==> src/rtl/uart_rx_fifo_pkg.sv <==
// Shared UART definitions: frame width, line idle level and receiver FSM states.
package uart_rx_fifo_pkg;

    localparam int   UART_DATA_BITS = 8;
    localparam logic UART_IDLE_LVL  = 1'b1;

    typedef enum logic [2:0] {
        ST_IDLE  = 3'd0,
        ST_START = 3'd1,
        ST_DATA  = 3'd2,
        ST_STOP  = 3'd3,
        ST_BREAK = 3'd4
    } uart_rx_state_t;

endpackage

==> src/rtl/uart_fifo.sv <==
// Synchronous FIFO with occupancy count; a push into a full FIFO is ignored so the oldest data survives.
module uart_fifo
    import uart_rx_fifo_pkg::*;
#(
    parameter int DEPTH  = 64,
    parameter int DATA_W = UART_DATA_BITS,
    localparam int AW    = $clog2(DEPTH)
) (
    input  logic              clk,
    input  logic              rst,
    input  logic              push,
    input  logic [DATA_W-1:0] push_data,
    input  logic              pop,
    output logic [DATA_W-1:0] head,
    output logic              full,
    output logic              empty,
    output logic [AW:0]       count
);

    localparam logic [AW:0] FULL_CNT = (AW+1)'(DEPTH);

    logic [DATA_W-1:0] mem [DEPTH];
    logic [AW-1:0]     wr_ptr;
    logic [AW-1:0]     rd_ptr;
    logic [AW:0]       count_q;
    logic [AW:0]       count_next;
    logic              empty_q;
    logic              push_ok;
    logic              pop_ok;

    // Both operations judge against the pre-update state.
    assign push_ok = push && !full;
    assign pop_ok  = pop && !empty_q;

    always_comb begin
        count_next = count_q;
        case ({push_ok, pop_ok})
            2'b10:   count_next = count_q + 1'b1;
            2'b01:   count_next = count_q - 1'b1;
            default: count_next = count_q;
        endcase
    end

    always_ff @(posedge clk) begin
        if (rst) begin
            wr_ptr  <= '0;
            rd_ptr  <= '0;
            count_q <= '0;
            empty_q <= 1'b1;
        end else begin
            if (push_ok) wr_ptr <= wr_ptr + 1'b1;
            if (pop_ok)  rd_ptr <= rd_ptr + 1'b1;
            count_q <= count_next;
            empty_q <= (count_next == '0);
        end
    end

    always_ff @(posedge clk) begin
        if (push_ok) mem[wr_ptr] <= push_data;
    end

    assign head  = mem[rd_ptr];
    assign full  = (count_q == FULL_CNT);
    assign empty = empty_q;
    assign count = count_q;

endmodule

==> src/rtl/uart_rx_fifo.sv <==
// 8N1 UART receiver feeding an RX FIFO; bytes are popped by toggling uart_rx_read.
module uart_rx_fifo
    import uart_rx_fifo_pkg::*;
#(
    parameter int FIFO_DEPTH = 64,
    localparam int CW        = $clog2(FIFO_DEPTH) + 1
) (
    input  logic          clk,
    input  logic          rst,
    input  logic [15:0]   baud_div,
    input  logic          uart_rx_pin,
    input  logic          uart_rx_read,
    input  logic          uart_rx_clr_err,
    output logic          uart_rx_ready,
    output logic [7:0]    uart_rx_byte,
    output logic [CW-1:0] uart_rx_count,
    output logic          uart_rx_frame_err,
    output logic          uart_rx_overflow
);

    logic           rx_sync_p0;
    logic           rx_sync_p1;
    logic           rx;
    uart_rx_state_t state;
    logic [15:0]    timer;
    logic [2:0]     bit_idx;
    logic [7:0]     shreg;
    logic           read_q;
    logic           expire;
    logic           push_evt;
    logic           ferr_evt;
    logic           ovf_evt;
    logic           pop_req;
    logic [7:0]     fifo_head;
    logic           fifo_full;
    logic           fifo_empty;

    // Stage p0/p1: two-flop synchronizer on the asynchronous pin.
    always_ff @(posedge clk) begin
        if (rst) begin
            rx_sync_p0 <= UART_IDLE_LVL;
            rx_sync_p1 <= UART_IDLE_LVL;
        end else begin
            rx_sync_p0 <= uart_rx_pin;
            rx_sync_p1 <= rx_sync_p0;
        end
    end

    assign rx       = rx_sync_p1;
    assign expire   = (timer == 16'd1);
    assign push_evt = (state == ST_STOP) && expire && (rx == UART_IDLE_LVL);
    assign ferr_evt = (state == ST_STOP) && expire && (rx != UART_IDLE_LVL);
    assign ovf_evt  = push_evt && fifo_full;
    assign pop_req  = (uart_rx_read != read_q);

    // IDLE is only ever entered with the line high, so a low rx there is a falling edge.
    always_ff @(posedge clk) begin
        if (rst) begin
            state   <= ST_IDLE;
            timer   <= '0;
            bit_idx <= '0;
        end else begin
            case (state)
                ST_IDLE: begin
                    if (rx != UART_IDLE_LVL) begin
                        state <= ST_START;
                        timer <= baud_div >> 1;
                    end
                end
                ST_START: begin
                    if (expire) begin
                        if (rx != UART_IDLE_LVL) begin
                            state   <= ST_DATA;
                            timer   <= baud_div;
                            bit_idx <= '0;
                        end else begin
                            state <= ST_IDLE;
                        end
                    end else begin
                        timer <= timer - 16'd1;
                    end
                end
                ST_DATA: begin
                    if (expire) begin
                        timer <= baud_div;
                        if (bit_idx == 3'(UART_DATA_BITS - 1)) state <= ST_STOP;
                        else bit_idx <= bit_idx + 3'd1;
                    end else begin
                        timer <= timer - 16'd1;
                    end
                end
                ST_STOP: begin
                    if (expire) state <= push_evt ? ST_IDLE : ST_BREAK;
                    else timer <= timer - 16'd1;
                end
                ST_BREAK: begin
                    if (rx == UART_IDLE_LVL) state <= ST_IDLE;
                end
                default: state <= ST_IDLE;
            endcase
        end
    end

    always_ff @(posedge clk) begin
        if (state == ST_DATA && expire) shreg <= {rx, shreg[7:1]};
    end

    // read_q follows the toggle even in reset, so a stale level never pops.
    always_ff @(posedge clk) begin
        read_q <= uart_rx_read;
        if (rst) begin
            uart_rx_byte      <= 8'h00;
            uart_rx_frame_err <= 1'b0;
            uart_rx_overflow  <= 1'b0;
        end else begin
            if (pop_req) uart_rx_byte <= fifo_empty ? 8'h00 : fifo_head;
            if (ferr_evt) uart_rx_frame_err <= 1'b1;
            else if (uart_rx_clr_err) uart_rx_frame_err <= 1'b0;
            if (ovf_evt) uart_rx_overflow <= 1'b1;
            else if (uart_rx_clr_err) uart_rx_overflow <= 1'b0;
        end
    end

    uart_fifo #(
        .DEPTH  (FIFO_DEPTH),
        .DATA_W (UART_DATA_BITS)
    ) u_fifo (
        .clk       (clk),
        .rst       (rst),
        .push      (push_evt),
        .push_data (shreg),
        .pop       (pop_req),
        .head      (fifo_head),
        .full      (fifo_full),
        .empty     (fifo_empty),
        .count     (uart_rx_count)
    );

    assign uart_rx_ready = !fifo_empty;

endmodule

==> config.mk <==
export PLATFORM = sky130hd
export DESIGN_NAME = uart_rx_fifo
export DESIGN_NICKNAME = d
export VERILOG_FILES = /design/src/rtl/uart_rx_fifo_pkg.sv /design/src/rtl/uart_fifo.sv /design/src/rtl/uart_rx_fifo.sv
export SDC_FILE = /design/constraint.sdc
export NUM_CORES = 1
export LEC_CHECK = 0
export BUFFER_PORTS_ARGS = -buffer_cell sky130_fd_sc_hd__buf_2
export CELL_PAD_IN_SITES_DETAIL_PLACEMENT = 1
export CELL_PAD_IN_SITES_GLOBAL_PLACEMENT = 2
export CORE_MARGIN = 3
export CORE_UTILIZATION = 45
export CTS_BUF_LIST = sky130_fd_sc_hd__clkbuf_4 sky130_fd_sc_hd__clkbuf_8
export DETAILED_ROUTE_END_ITERATION = 7
export HOLD_SLACK_MARGIN = 0.12
export PLACE_DENSITY_LB_ADDON = 0.05
export SYNTH_ARGS = -nofsm -noshare
export SYNTH_HDL_FRONTEND = slang
export SYNTH_HIERARCHICAL = 1
export SYNTH_SLANG_ARGS = --single-unit
==> constraint.sdc <==
create_clock -name clk -period 4.15 [get_ports clk]
set_input_delay 0.6225 -clock clk [delete_from_list [all_inputs] [get_ports clk]]
set_output_delay 0.6225 -clock clk [all_outputs]
set_load 0.03 [all_outputs]
==> metrics, run 1 <==
arrival time at the worst endpoint=4320 ps; Max Clock Freq=0.2657 GHz; CP Launch Type=flip-flop; period utilisation layout=between 90% and 100%; First-pass DRT Iterations=7; Routed Antenna Nets=0; Core Util, Final=approximately 52%; most common cell in the synthesized netlist=edfxtp_1; Sink Count=around 580; ys flop type=edfxtp_1; Syn Nets=between 1000 and 1500; GR Util All Layers=21.63%; Place WS=~450 ps; CTS max path bufs=3; clk_lat worst skew=about 700 ps; ys async rst share=0%; Leakage=8.521 nW; synth warn=6; H-tree lvl count=3; RSZ-0062 raised after global routing=false; largest net degree at the start of global routing=66; CTS tree=built; Vias/cell=5.658; Req. time, crit path=between 4000 and 5000 ps; status=finished, final reports clean; hold crit path type=input pin to flip-flop; Initial Utilization=45.57%; clock skew=31.20 ps; Final WS setup=386.8 ps; Ports=39; # nets final=1447; GP Congestion=0.7883; register area share after synthesis=71.73%; maximum VDD drop=0.0002487 V; Routed WL=57240 µm; critical path class=flip-flop to flip-flop; cts repair resizes=0; setup TNS=0 ps; Critical Path End Type=flip-flop; syn avg cell area=18.66 µm²; area leader, netlist=edfxtp_1; vias in the first global route=about 13000; Max Cap Violations=0; cell area after synthesis=23470 µm²; Power, Total=roughly 0.012 W; post-DP HPWL=between 30000 and 40000 µm; Core Region=between 50000 and 60000 µm²; Die W=between 200 and 250 µm; die area=54930 µm²; Die Height=234.4 µm; Syn Inst Count=1258; Netlist cell types=71; CTS Buf Count=97; synth cell count leaders=edfxtp_1, mux4_2, nor2_1, dfxtp_1, clkbuf_1; I/O Buffers=38; Reg clk slew, reported paths=around 70 ps; # setup viols final=0; via count=~12000; worst slew pin tran=~1000 ps; Post-synth EDFFs=between 500 and 600; Residual DRC=0; CTS root buffer=clkbuf_8; initial DRC count=1025; initial antenna violation count=1; first-pass GRT wire length=between 80000 and 90000 µm; final hold violation count=0; Crit Path Max Fanout=7; # Post-CTS Setup Buffers=0; #FFs+latches synth=approximately 580; min cycle time layout=3763 ps; area fraction of the dominant cell type after synthesis=66.53%; synth top area cells=edfxtp_1, mux4_2, dfxtp_1; gr ovfl total=0; wire per inst=26.29 µm; share of cells above drive strength 1=31.82%; # hold bufs at CTS=2; Final Slew Violations=0; Area growth syn-to-layout=15.05%; Worst R2R Setup Slack=390 ps; slew margin rel.=32.18%; Site Rows=83; Pwr Density=437.2 nW/µm²
## metal layers
layer | part of all wire [%] | up-vias | track usage (%)
li1 | - | 5456 | -
met1 | 45 | 6566 | 30.58
met2 | 50 | 221 | 35.00
met3 | 3.7 | 74 | 4.142
met4 | 1.6 | 0 | 5.418
met5 | 0 | - | 0
## final timing paths
check / start / to / depth (start not counted)
worst max-delay path: timer[2] / u_fifo/empty / 15
worst min-delay path: uart_rx_clr_err / uart_rx_overflow / 3
worst max register to register: timer[2] / u_fifo/empty / 15
worst min register to register: rx_sync_p0 / rx / 1
## cells in the final DEF, fill, tap and decap left out, types with 6 or more instances in the layout
cell type,instances
a2111oi_0,7
a211oi_1,9
a21oi_1,35
a32o_1,6
buf_12,6
buf_2,38
buf_4,89
bufinv_16,6
clkbuf_4,27
clkbuf_8,104
clkinv_1,26
clkinv_2,11
dfxtp_1,57
edfxtp_1,520
ha_1,9
inv_1,18
mux2_2,6
mux2i_1,11
mux4_2,160
nand2_1,41
nand3_1,20
nand3b_1,11
nand4_1,12
nor2_1,103
nor2b_1,6
nor3_1,13
o21ai_0,16
o32ai_1,6
xnor2_1,11
xor2_1,9
## logic make-up after synthesis
family                     after synthesis  synth area share [%]
muxes                                  177                 16.11
xor gates and xnor gates                20                0.7463
AOI/OAI and AO/OA                      117                 3.385
and+or+nand+nor                        259                 5.741
adders and majority gates                9                0.4798
buffers and inverters                   95                 1.807
DFF                                    581                 71.73
## sequential cells by signal, indices dropped and copies added, names as in the netlist, 3 cells and up, named ones only
| register | cells |
|---|---|
| uart_rx_byte | 8 |
| u_fifo/count | 7 |
| u_fifo/mem | 512 |
| shreg | 8 |
| u_fifo/wr_ptr | 6 |
| state | 3 |
| u_fifo/rd_ptr | 6 |
| timer | 16 |
| bit_idx | 3 |
## per-stage QoR
step           std cells  instance area (µm²)  hold slack, ps
2_1_floorplan       1258                23470           389.5
3_3_place_gp        1996                24960           435.3
3_5_place_dp        1996                24960           412.4
4_1_cts             2176                27000           147.5
5_1_grt             2177                27000           185.9
6_report            2177                27000           213.4
## area by class of cell
| class | instances | area, µm² |
|---|---|---|
| diodes | 1 | 2.502 |
| clock buffers | 131 | 1634 |
| clock inverters | 47 | 385.4 |
| fillers | 4765 | 24510 |
| inverters | 20 | 75.07 |
| multi-input cells | 582 | 6211 |
| flip-flops and latches | 581 | 16850 |
| well taps | 680 | 850.8 |
| repair buffers | 135 | 998.5 |
## report_power, final
group          internal (W)  switching (W)
Combinational     0.0000946       0.000184
Clock               0.00294        0.00228
Sequential          0.00629      0.0000198
## critical path, stage by stage, from the launching register on
cell,delay (ps)
dfxtp_1,380
or3_1,410
nor4_1,350
and4_1,240
inv_1,60
nor2_1,140
inv_1,100
ha_1,250
xor2_1,170
ha_1,230
nand4_1,110
mux2_2,270
o311ai_0,380
xnor2_1,130
and3_1,180
a41o_1,220
(Power assumes the default switching activity.)
==> run 2: changes to the inputs <==
BUFFER_PORTS_ARGS = default   (was -buffer_cell sky130_fd_sc_hd__buf_2)
DONT_BUFFER_PORTS = 1   (was default)
==> run 2 against run 1 <==
  * Setup slack gained 26 ps
  * Final area shrank 0.95%
  * Register-to-register slack gained 30 ps
==> metrics, run 2 (synthesis gave the netlist of run 1 again) <==
Reg clk slew, reported paths=60 ps (about the same); RR Startpoint=timer[9]; Area growth syn-to-layout=13.96%; initial DRC count=867 (-15%); hold path cells=2 (-1); Vias/cell=5.739 (+1.4%); arrival time at the worst endpoint=4310 ps (about the same); Crit Path Max Fanout=6 (-1); cell breakdown of the critical path=or3_4 -> nor4_1 -> and4_1 -> inv_1 -> nor2_1 -> inv_1 -> ha_1 -> xor2_1 -> ha_1 -> nand4_1 -> mux2_2 -> o311ai_1 -> xnor2_1 -> and3_1 -> a41o_1; hold slack=182.0 ps (-31.40 ps); Sink Count=581 (unchanged); Largest regs=u_fifo/mem: 512 flops, timer: 16 flops; Leakage=8.333 nW (-2.2%); CTS root buffer=clkbuf_8; maximum VDD drop=0.0003370 V (+36%); Placed Cells=1971 (-1.3%); GR Util All Layers=22.00% (+0.37 points); # Post-CTS Setup Buffers=0 (unchanged); Register Area=16850 µm² (unchanged); First-pass DRT Iterations=5 (-2); # setup viols final=0 (unchanged); min cycle time layout=3737 ps (-25.85 ps); vias in the first global route=12990 (-1.3%); largest net degree at the start of global routing=66 (unchanged); Die Height=234.4 µm (unchanged); Max Cap Violations=0 (unchanged); Slowest cell on crit path=or3_4; CP top delay family=simple AND/OR/NAND/NOR gates; Core Util, Final=51.93% (-0.50 points); CTS max path bufs=3 (unchanged); Worst R2R End=u_fifo/empty; critical path class=flip-flop to flip-flop; Final WS setup=412.6 ps (+25.85 ps); GP Congestion=0.7875 (-0.10%); final hold violation count=0 (unchanged); die area=54930 µm² (unchanged); initial antenna violation count=0 (-1); Max Clock Freq=0.2676 GHz (+0.69%); Critical Path End Type=flip-flop; Layout fillers=4772 (+0.15%); Worst R2R Setup Slack=410 ps (+30 ps); worst reg2reg path depth=15 (unchanged); CTS Buf Count=96 (-1.0%); Routed WL=58540 µm (+2.3%); commonest cells after routing, fill and taps aside=edfxtp_1, mux4_2, nor2_1, buf_4, clkbuf_8; crit path capture=u_fifo/empty; Initial Utilization=45.57% (unchanged); Place WS=253.5 ps (-192.6 ps); Final Slew Violations=0 (unchanged); Core Region=51510 µm² (unchanged); slew margin rel.=32.54% (+0.36 points); H-tree lvl count=3 (unchanged); Die W=234.4 µm (unchanged); via count=12320 (+0.041%); WP buf/inv=2 (unchanged); Site Rows=83 (unchanged); I/O Buffers=0 (-100%); CTS tree=built; period utilisation layout=90.06% (-0.62 points); post-DP HPWL=37210 µm (+2.2%); Antenna Cells=0 (-1); share of cells above drive strength 1=30.47% (-1.3 points); status=finished, final reports clean; Pwr Density=424.4 nW/µm² (-2.9%); Worst path max stage delay=450 ps (+40 ps); Top reg by flops=u_fifo/mem; gr ovfl total=0 (unchanged); first-pass GRT wire length=87060 µm (+0.30%); wire per inst=27.27 µm (+3.7%); leading cell type in the layout, fill and taps excluded=edfxtp_1; hold crit path type=input pin to flip-flop; Ports=39 (unchanged); max reg flops=512 (unchanged); Residual DRC=0 (unchanged); area of the multi-input gates=6217 µm² (+0.10%); worst slew pin tran=1012 ps (-3.947 ps); CP Launch Type=flip-flop; clk_lat worst skew=690 ps (about the same); RSZ-0062 raised after global routing=false; critical path depth=15 (unchanged); clock skew=35.95 ps (+4.744 ps); # nets final=1424 (-1.6%); Worst Setup SP=timer[9]; Routed Antenna Nets=0 (unchanged); setup TNS=0 ps (unchanged); Req. time, crit path=4720 ps (about the same); Non-Filler Instances=2147 (-1.4%)
[run 2: changes by cell type in the layout (fill, tap and decap cells not counted), moves of 2 or more]
cell and delta:
buf_2 -38, buf_4 +14, bufinv_16 -5, clkbuf_4 +5, clkbuf_8 -6, dlygate4sd3_1 +2
[run 2: through the flow]
stage               total power, W  area [µm²]
floorplan                 0.006616       23470
global placement          0.006686       24860
detailed placement        0.006687       24860
CTS                        0.01150       26750
global route               0.01179       26750
finish                     0.01135       26750
[run 2: how the worst min path moves through the flow]
stage | start | end | slack (ps)
finish | baud_div[5] | timer[4] | 180
global route | baud_div[5] | timer[4] | 160
CTS | baud_div[5] | timer[4] | 120
detailed placement | rx_sync_p0 | rx | 400
global placement | rx_sync_p0 | rx | 400
floorplan | rx_sync_p0 | rx | 390
[run 2: power breakdown]
group          total (W)  switching, W  internal, W  leakage [nW]
combinational   0.000273      0.000182    0.0000915          2.20
clock            0.00477       0.00222      0.00254         0.961
sequential       0.00631     0.0000216      0.00629          5.17
[run 2: timing repair]
action                     CTS  global route
hold endpoints to repair    53             0
hold buffers                 5             0
resized for setup            0             1
setup endpoints to repair    0             1
[run 2: worst register-to-register path, stage by stage (launching register included)]
cell and delay (ps):
dfxtp_1 360, or3_4 450, nor4_1 310, and4_1 240, inv_1 70, nor2_1 160, inv_1 110, ha_1 230
xor2_1 170, ha_1 250, nand4_1 110, mux2_2 290, o311ai_1 330, xnor2_1 130, and3_1 180, a41o_1 230
[run 2: final cells by class]
type	count	area share (%)
Sequential cell	581	62.98
Multi-Input combinational cell	582	23.24
Clock buffer	130	5.941
Timing Repair Buffer	113	3.518
Tap cell	680	3.181
Clock inverter	41	0.8514
Inverter	20	0.2807
[run 2: layer usage]
metal	wire (µm)	vias up	global-route usage, %
met3	3041	105	4.701
met1	25210	6499	29.94
met5	0	-	0
met4	1816	0	8.004
li1	-	5406	-
met2	28470	312	35.30
